$ cat src/rtl/load_store_unit.sv
// Purpose: multi-cycle load/store stage bridging the datapath to a req/gnt/rvalid memory bus.
// Latency: one IDLE cycle + REQ (until mem_gnt) + WAIT_R (until mem_rvalid) + one DONE cycle.
// Backpressure: stall holds the PC and reg-file write while an access is in flight; a timeout aborts with bus_err.
//
// Ports:
//   clk, rst                    clock and synchronous active-high reset
//   mem_read, mem_write, funct3 operation from the current instruction
//   addr, wdata                 byte address (alu_result) and store data (rs2)
//   load_data                   extended load result, held until the next load completes
//   stall, misalign, bus_err    pipeline control and error reporting
//   mem_req .. mem_wdata        request side of the memory bus (held stable until mem_gnt)
//   mem_gnt, mem_rvalid, mem_rdata  response side of the memory bus
module load_store_unit #(
  parameter int unsigned TIMEOUT = 16
) (
  input  logic        clk,
  input  logic        rst,
  input  logic        mem_read,
  input  logic        mem_write,
  input  logic [2:0]  funct3,
  input  logic [31:0] addr,
  input  logic [31:0] wdata,
  output logic [31:0] load_data,
  output logic        stall,
  output logic        misalign,
  output logic        bus_err,
  output logic        mem_req,
  output logic        mem_we,
  output logic [31:0] mem_addr,
  output logic [3:0]  mem_be,
  output logic [31:0] mem_wdata,
  input  logic        mem_gnt,
  input  logic        mem_rvalid,
  input  logic [31:0] mem_rdata
);

  typedef enum logic [1:0] {IDLE, REQ, WAIT_R, DONE} state_t;

  localparam logic [7:0] LAST = 8'(TIMEOUT - 1);

  state_t      state;
  logic [7:0]  cnt;
  logic [2:0]  f3_q;
  logic [1:0]  off_q;

  logic        legal_f3;
  logic        aligned;
  logic        valid_op;
  logic [3:0]  be_n;
  logic [31:0] wdata_n;
  logic [7:0]  byte_sel;
  logic [15:0] half_sel;
  logic [31:0] ext_data;

  // Operation decode: funct3[1:0] gives the access size for both loads and stores.
  always_comb begin
    legal_f3 = 1'b0;
    case (funct3)
      3'b000, 3'b001, 3'b010: legal_f3 = 1'b1;
      3'b100, 3'b101:         legal_f3 = mem_read;  // unsigned variants exist only for loads
      default:                legal_f3 = 1'b0;
    endcase

    aligned = 1'b1;
    case (funct3[1:0])
      2'b01:   aligned = ~addr[0];
      2'b10:   aligned = (addr[1:0] == 2'b00);
      default: aligned = 1'b1;
    endcase

    valid_op = (mem_read ^ mem_write) & legal_f3 & aligned;

    case (funct3[1:0])
      2'b00: begin
        be_n    = 4'b0001 << addr[1:0];
        wdata_n = {4{wdata[7:0]}};
      end
      2'b01: begin
        be_n    = addr[1] ? 4'b1100 : 4'b0011;
        wdata_n = {2{wdata[15:0]}};
      end
      default: begin
        be_n    = 4'b1111;
        wdata_n = wdata;
      end
    endcase
  end

  // Lane select and extension use the offset/size latched at request time,
  // since the datapath inputs may no longer be meaningful when data returns.
  always_comb begin
    byte_sel = mem_rdata[{off_q, 3'b000} +: 8];
    half_sel = mem_rdata[{off_q[1], 4'b0000} +: 16];
    ext_data = mem_rdata;
    case (f3_q)
      3'b000:  ext_data = {{24{byte_sel[7]}}, byte_sel};
      3'b100:  ext_data = {24'h0, byte_sel};
      3'b001:  ext_data = {{16{half_sel[15]}}, half_sel};
      3'b101:  ext_data = {16'h0, half_sel};
      default: ext_data = mem_rdata;
    endcase
  end

  // DONE deliberately drops stall so the PC and register write advance exactly once.
  assign stall    = ((state == IDLE) && valid_op) || (state == REQ) || (state == WAIT_R);
  assign misalign = (state == IDLE) && (mem_read || mem_write) && !valid_op;

  always_ff @(posedge clk) begin
    if (rst) begin
      state     <= IDLE;
      cnt       <= 8'd0;
      f3_q      <= 3'd0;
      off_q     <= 2'd0;
      load_data <= 32'd0;
      bus_err   <= 1'b0;
      mem_req   <= 1'b0;
      mem_we    <= 1'b0;
      mem_addr  <= 32'd0;
      mem_be    <= 4'd0;
      mem_wdata <= 32'd0;
    end else begin
      bus_err <= 1'b0;
      case (state)
        IDLE: begin
          if (valid_op) begin
            mem_req   <= 1'b1;
            mem_we    <= mem_write;
            mem_addr  <= {addr[31:2], 2'b00};
            mem_be    <= be_n;
            mem_wdata <= wdata_n;
            f3_q      <= funct3;
            off_q     <= addr[1:0];
            cnt       <= 8'd0;
            state     <= REQ;
          end
        end
        REQ: begin
          if (mem_gnt) begin
            mem_req <= 1'b0;
            if (mem_we) begin
              state <= DONE;
            end else if (mem_rvalid) begin
              load_data <= ext_data;
              state     <= DONE;
            end else begin
              cnt   <= 8'd0;
              state <= WAIT_R;
            end
          end else if (cnt == LAST) begin
            mem_req <= 1'b0;
            bus_err <= 1'b1;
            state   <= DONE;
          end else begin
            cnt <= cnt + 8'd1;
          end
        end
        WAIT_R: begin
          if (mem_rvalid) begin
            load_data <= ext_data;
            state     <= DONE;
          end else if (cnt == LAST) begin
            bus_err <= 1'b1;
            state   <= DONE;
          end else begin
            cnt <= cnt + 8'd1;
          end
        end
        DONE: state <= IDLE;
        default: state <= IDLE;
      endcase
    end
  end

endmodule
$ cat config.mk
export PLATFORM = sky130hd
export DESIGN_NAME = load_store_unit
export DESIGN_NICKNAME = d
export VERILOG_FILES = /design/src/rtl/load_store_unit.sv
export SDC_FILE = /design/constraint.sdc
export NUM_CORES = 1
export LEC_CHECK = 0
export ABC_AREA = 1
export BUFFER_PORTS_ARGS = -buffer_cell sky130_fd_sc_hd__buf_2
export CAP_MARGIN = 20
export CORE_ASPECT_RATIO = 0.6
export CORE_MARGIN = 2
export CORE_UTILIZATION = 35
export CTS_CLUSTER_DIAMETER = 30
export CTS_CLUSTER_SIZE = 25
export DETAILED_ROUTE_END_ITERATION = 6
export GPL_ROUTABILITY_DRIVEN = 0
export PLACE_DENSITY = 0.66
export SYNTH_ARGS = -nofsm -noshare
export SYNTH_HDL_FRONTEND = slang
export SYNTH_SLANG_ARGS = --single-unit
$ cat constraint.sdc
create_clock -name clk -period 2.4 [get_ports clk]
set_clock_uncertainty 0.1 [all_clocks]
set_input_delay 0.48 -clock clk [delete_from_list [all_inputs] [get_ports clk]]
set_output_delay 0.48 -clock clk [all_outputs]
set_load 0.01 [all_outputs]
=== Word-level counts from Yosys, hierarchy flattened ===
Index checks and enable logic that the tools add are counted.

* Word-level logic and storage cells: 92
* Latch bits: 0
* Register bits after elaboration: 116
* RAM bits: 0
* Output and inout bits: 105
* Bits of input ports: 105
* Memory bits (read-only): 0
* Memories kept: 0

* Mux-type cells: 32
* Bitwise operators: 4
* Multiply operators: 0
* Reduce and logical (&&, ||, !) cells: 21
* Divide/modulo/power cells: 0
* Add/sub/neg operators: 1
* Shift operators: 3
* Order comparisons: 0
* Equal/unequal tests: 20

{| class="wikitable"
|+ Operators by type and width
! kind !! number
|-
| $pmux W32 S2 || 2
|-
| $pmux W32 S4 || 1
|-
| $mux W32 || 3
|-
| $mux W8 || 6
|-
| $shiftx A32 B6 Y16 || 1
|-
| $shiftx A32 B6 Y8 || 1
|-
| $pmux W8 S3 || 1
|-
| $eq A3 B3 Y1 const B || 4
|-
| $add A8 B1 Y8 const B || 1
|-
| $eq A8 B4 Y1 const B || 1
|-
| $mux W1 || 8
|-
| $mux W2 || 4
|-
| $ne A2 B2 Y1 const B || 4
|-
| $pmux W1 S2 || 4
|-
| $pmux W2 S4 || 1
|-
| $pmux W4 S2 || 1
|-
| $eq A2 B2 Y1 const B || 3
|-
| $eq A3 B1 Y1 const B || 2
|-
| $logic_not A2 Y1 || 3
|-
| $logic_not A3 Y1 || 2
|-
| $ne A3 B3 Y1 const B || 2
|-
| $reduce_and A3 Y1 || 2
|-
| $reduce_and A5 Y1 || 1
|-
| $eq A2 B1 Y1 const B || 2
|-
| 15 further kinds || 21
|}

=== Longest topological paths before layout ===
* Depth after elaboration: 8
* Depth in mapped cells: 12
* Mapped depth without buffers: 10

=== Worst setup path before layout ===
No wires, ideal clock.

* Kind: input to output
* Start point: input port funct3[0]
* End point: output port misalign
* Arrival time: 1706 ps
* Data required time: 1820 ps
* Stages on the path: 10
* Setup slack: 114 ps
* Path buffers: 3
* Path through: inv_1 ha_1 buf_4 nor2_2 buf_6 o21bai_2 nand3_2 nand2_1 buf_4 nor2_1

* Word-level cells in the longest chain between the ends: 7
* Elaborated cells between the ends (all ways): 15
* Those cells by class: eq/ne (6); mux (2); bitwise (2); reduce/logical (5)

{| class="wikitable"
|+ Ends and longest elaborated chain
! element !! line !! text
|-
| start, declared || 20 || <nowiki>input logic [2:0] funct3,</nowiki>
|-
| $eq A3 B1 Y1, or another cell as far along || 58 || <nowiki>case (funct3)</nowiki>
|-
| $reduce_or A3 Y1 or $reduce_or A2 Y1 (tied branches) || 58 ||
|-
| $pmux W1 S2 || 58 ||
|-
| $and A1 B1 Y1 || 71 || <nowiki>valid_op = (mem_read ^ mem_write) & legal_f3 & aligned;</nowiki>
|-
| $and A1 B1 Y1 * || 71 ||
|-
| $logic_not A1 Y1 * || 106 || <nowiki>assign misalign = (state == IDLE) && (mem_read || mem_write) && !valid_op;</nowiki>
|-
| $logic_and A1 B1 Y1 * || 106 ||
|-
| end, declared || 25 || <nowiki>output logic misalign,</nowiki>
|}

Mark *: on every way between the ends. The rest lies on a longest branch, timed or not.

=== Worst setup path after layout ===
* Start point: input port funct3[1]
* End point: output port stall

* Word-level cells in the longest chain between the ends: 8
* Elaborated cells between the ends (all ways): 16
* Those cells by class: eq/ne (6); mux (2); bitwise (2); reduce/logical (6)

{| class="wikitable"
|+ Ends and longest elaborated chain
! element !! line !! text
|-
| $eq A3 B1 Y1, or another cell as far along || 58 ||
|-
| $reduce_or A3 Y1 or $reduce_or A2 Y1 (tied branches) || 58 ||
|-
| $pmux W1 S2 || 58 ||
|-
| $and A1 B1 Y1 || 71 ||
|-
| $and A1 B1 Y1 * || 71 ||
|-
| $logic_and A1 B1 Y1 * || 105 || <nowiki>assign stall = ((state == IDLE) && valid_op) || (state == REQ) || (state == WAIT_R);</nowiki>
|-
| $logic_or A1 B1 Y1 * (2 in series) || 105 ||
|-
| end, declared || 24 || <nowiki>output logic stall,</nowiki>
|}

Marks and branches as above.

==> impl_results.rst <==
.. list-table::
   :header-rows: 1

   * - Metric
     - Value
   * - CTS Sinks
     - 116
   * - Cell Area, Synth
     - 5730 um2
   * - Share of the clock period used by the worst path after layout
     - 0.9340
   * - RSZ-0062 raised after global routing
     - no
   * - Arrival time at the worst endpoint
     - between 1.5 and 2 ns
   * - Power, Total
     - 6672 uW
   * - Chip Width
     - between 150 and 200 um
   * - Leakage Power
     - 0.003843 uW
   * - Final #Nets
     - between 1000 and 1500
   * - Leftover overflow at the end of global routing
     - 0
   * - Iter 0 DRT Violations
     - 455
   * - Switching Power
     - 2131 uW
   * - Buffer count from post-CTS setup fixing
     - 0
   * - Combinational Power Share
     - 0.236
   * - Count of final hold-check violations
     - 0
   * - Post-detailed-route wirelength per cell
     - 14.12 um
   * - Synth Register Bits
     - between 100 and 150
   * - Most common library cell in the layout ignoring fill and taps
     - sky130_fd_sc_hd__nand2_1
   * - Fraction of final layout cells sized beyond drive strength 1
     - 0.2484
   * - Slowest cell delay on critical path
     - 0.25 ns
   * - Deepest level of the CTS H-tree
     - 4
   * - Cells after synthesis
     - between 800 and 900
   * - Via count of the first global-routing pass
     - around 5700
   * - Cells along the critical path
     - buf_2 > inv_1 > ha_1 > nor2_2 > nand2_1 > nand2_1 > nor2_2 > nand3_4 > nand2_1 > buf_2
   * - Status
     - finished clean
   * - Critical path capture point type
     - output pin
   * - Worst-Margin Slew
     - 0.7644 ns
   * - Async set-or-reset flop fraction in the synthesized netlist
     - 0
   * - Reg2Reg Setup Slack
     - 0.31 ns
   * - Syn-to-layout area delta
     - 33.65%
   * - Half-perimeter wire length of the detailed placement result
     - 13480 um
   * - Predominant post-synthesis flop cell
     - sky130_fd_sc_hd__dfxtp_1
   * - Count of final max-slew check failures
     - 0
   * - Biggest fanout along the worst timing path
     - 8
   * - Number of antenna violations at the first check in global routing
     - 2
   * - Type of element launching the critical path
     - input pin
   * - Maximum count of clock buffers along a single path
     - 2
   * - Pin count of the biggest net entering global routing
     - 72
   * - Final-layout setup total negative slack
     - 0 ns
   * - Layout fillers
     - 1665
   * - Portion of total power attributed to sequential cells
     - 0.344
   * - Crit Path Class
     - in2out
   * - Count of different cell masters after synthesis
     - 33
   * - Class of the tightest hold or removal check
     - in2reg
   * - TritonCTS clock tree
     - done
   * - CP required
     - 1.82 ns
   * - Cell repeated most along the worst path
     - sky130_fd_sc_hd__nand2_1
   * - Post-Synthesis Mean Instance Area
     - 6.512 um2
   * - Clock latency at the later pin of the worst-skew pair
     - between 0.4 and 0.5 ns
   * - Area occupied by registers
     - roughly 2300 um2
   * - Multi-input gate area
     - 2791 um2
   * - Number of maximum-capacitance constraint violations
     - 0
   * - Sequential-to-total area share from yosys stat
     - 0.4052
   * - Power per unit of standard cell area
     - 871.1 nW/um2
   * - Top-Level Pins
     - 210
   * - Post-DRT Antenna Nets
     - 0
   * - Clock Power Share
     - 0.420
   * - Number of cell rows
     - 36
   * - CTS root buf
     - sky130_fd_sc_hd__clkbuf_16
   * - Die ar.
     - 17450 um2
   * - Non-Filler Instances
     - 1305
   * - Post-DR vias/cell
     - 4.734
   * - Maximum frequency from static timing analysis
     - 446.1 MHz
   * - IO buf count
     - 207
   * - Top library cells by usage in the layout, fill and taps aside
     - 287 x sky130_fd_sc_hd__nand2_1, 206 x sky130_fd_sc_hd__buf_2, 116 x sky130_fd_sc_hd__dfxtp_1
   * - Number of detailed-route iterations in the first pass
     - 5
   * - Number of vias after detailed routing
     - roughly 6200
   * - Fin crit period
     - 2.242 ns
   * - Resized Gates After CTS
     - 0
   * - Internal power summed over all cells
     - roughly 4500 uW
   * - CTS clock-pin slew for the worst setup and hold paths
     - 0.06 ns
   * - Total track usage
     - 0.2123
   * - Number of DRC violations after detailed routing
     - 0
   * - Y dimension of the die
     - 103.1 um
   * - Core Region
     - ~16000 um2
   * - Worst-path cell with the longest stage delay
     - sky130_fd_sc_hd__ha_1
   * - Setup violators final
     - 0
   * - Total clock buffers created by CTS
     - 17
   * - Global-route wire length before repair
     - 29100 um
   * - Count of yosys warnings during synthesis
     - 0
   * - Rel. slew slack
     - 0.4904
   * - Hold_ws
     - 0.2097 ns
   * - Final wirelength
     - around 18000 um
   * - Cell count after placement
     - 1272
   * - Initial Util
     - 0.3554
   * - Cts-stage hold buffer count
     - 0
   * - Switching part of the total
     - 0.3194
   * - Number of flops mapped to enable cells by yosys
     - 0
   * - Worst IR drop on VDD
     - around 0.00044 V
synth_stat cells (all sizes together) (3+ instances only):
cell / count / area (um2)
a21boi: 3 / 22.52
nand2: 288 / 1084
inv: 103 / 386.6
buf: 24 / 151.4
ha: 9 / 112.6
nor2: 88 / 350.3
dfxtp: 116 / 2322
clkbuf: 23 / 86.33
o21bai: 7 / 56.30
nand3: 40 / 215.2
o21ai: 47 / 235.2
nand4: 12 / 75.07
a21oi: 106 / 534.3
mux2i: 3 / 30.03
registers in the layout (all words and copies together) (netlist names):
register,count
bus_err,1
cnt,8
f3_q,3
load_data,32
mem_addr,30
mem_be,4
mem_req,1
mem_wdata,32
mem_we,1
off_q,2
state,2
critical path, delay by kind of cell:
kind          cells  cell delay [ns]
buf+inv           3             0.32
fa+ha+maj         1             0.25
simple gates      6             0.61
area by class of cell:
cell class | instances | share of cell area
diodes | 1 | 0.0003267
multi-input cells | 614 | 0.3645
flip-flops and latches | 116 | 0.3032
clock buffers | 19 | 0.05914
repair buffers | 229 | 0.1621
inverters | 104 | 0.05097
well taps | 209 | 0.03414
clock inverters | 13 | 0.02565
through the flow:
| step | instance area [um2] | util | setup WS (ns) |
|---|---|---|---|
| floorplan | 5734 | - | 0.1137 |
| finish | 7659 | 0.4749 | 0.1584 |
| global placement | 7007 | 0.4345 | 0.1397 |
| global route | 7656 | 0.4748 | 0.01561 |
| CTS | 7656 | 0.4748 | 0.1546 |
| detailed placement | 7007 | 0.4345 | 0.1142 |
power groups by stage:
stage	clock, uW	combinational, uW	sequential [uW]
floorplan	0	928	2390
global placement	0	1550	2330
detailed placement	0	1560	2330
CTS	2860	1570	2290
global route	2940	1790	2320
finish	2810	1570	2290
layer usage:
layer / share of wire / up-vias / track usage
met5: 0 / - / 0
met4: 0.011 / 0 / 0.06180
met3: 0.095 / 21 / 0.07255
met2: 0.41 / 235 / 0.3020
met1: 0.49 / 2747 / 0.3024
li1: - / 3175 / -
path summary, 6_finish.rpt:
path | start | to | cells past startpoint
hold / removal | addr[26] | mem_addr[26] | 3
setup reg to reg | state[1] | cnt[2] | 8
hold reg to reg | mem_wdata[7] | mem_wdata[7] | 2
setup / recovery | funct3[1] | stall | 10
logic make-up after synthesis:
kind of cell | synth area share
AND/OR/NAND/NOR | 0.3037
AO/OA/AOI/OAI | 0.1544
buffers and inverters | 0.1096
flip-flops | 0.4052
adder cells (fa/ha/maj) | 0.01965
multiplexers | 0.005240
other | 0.0006544
XOR/XNOR | 0.001529
Note: power is estimated with default switching activity, not from simulation.
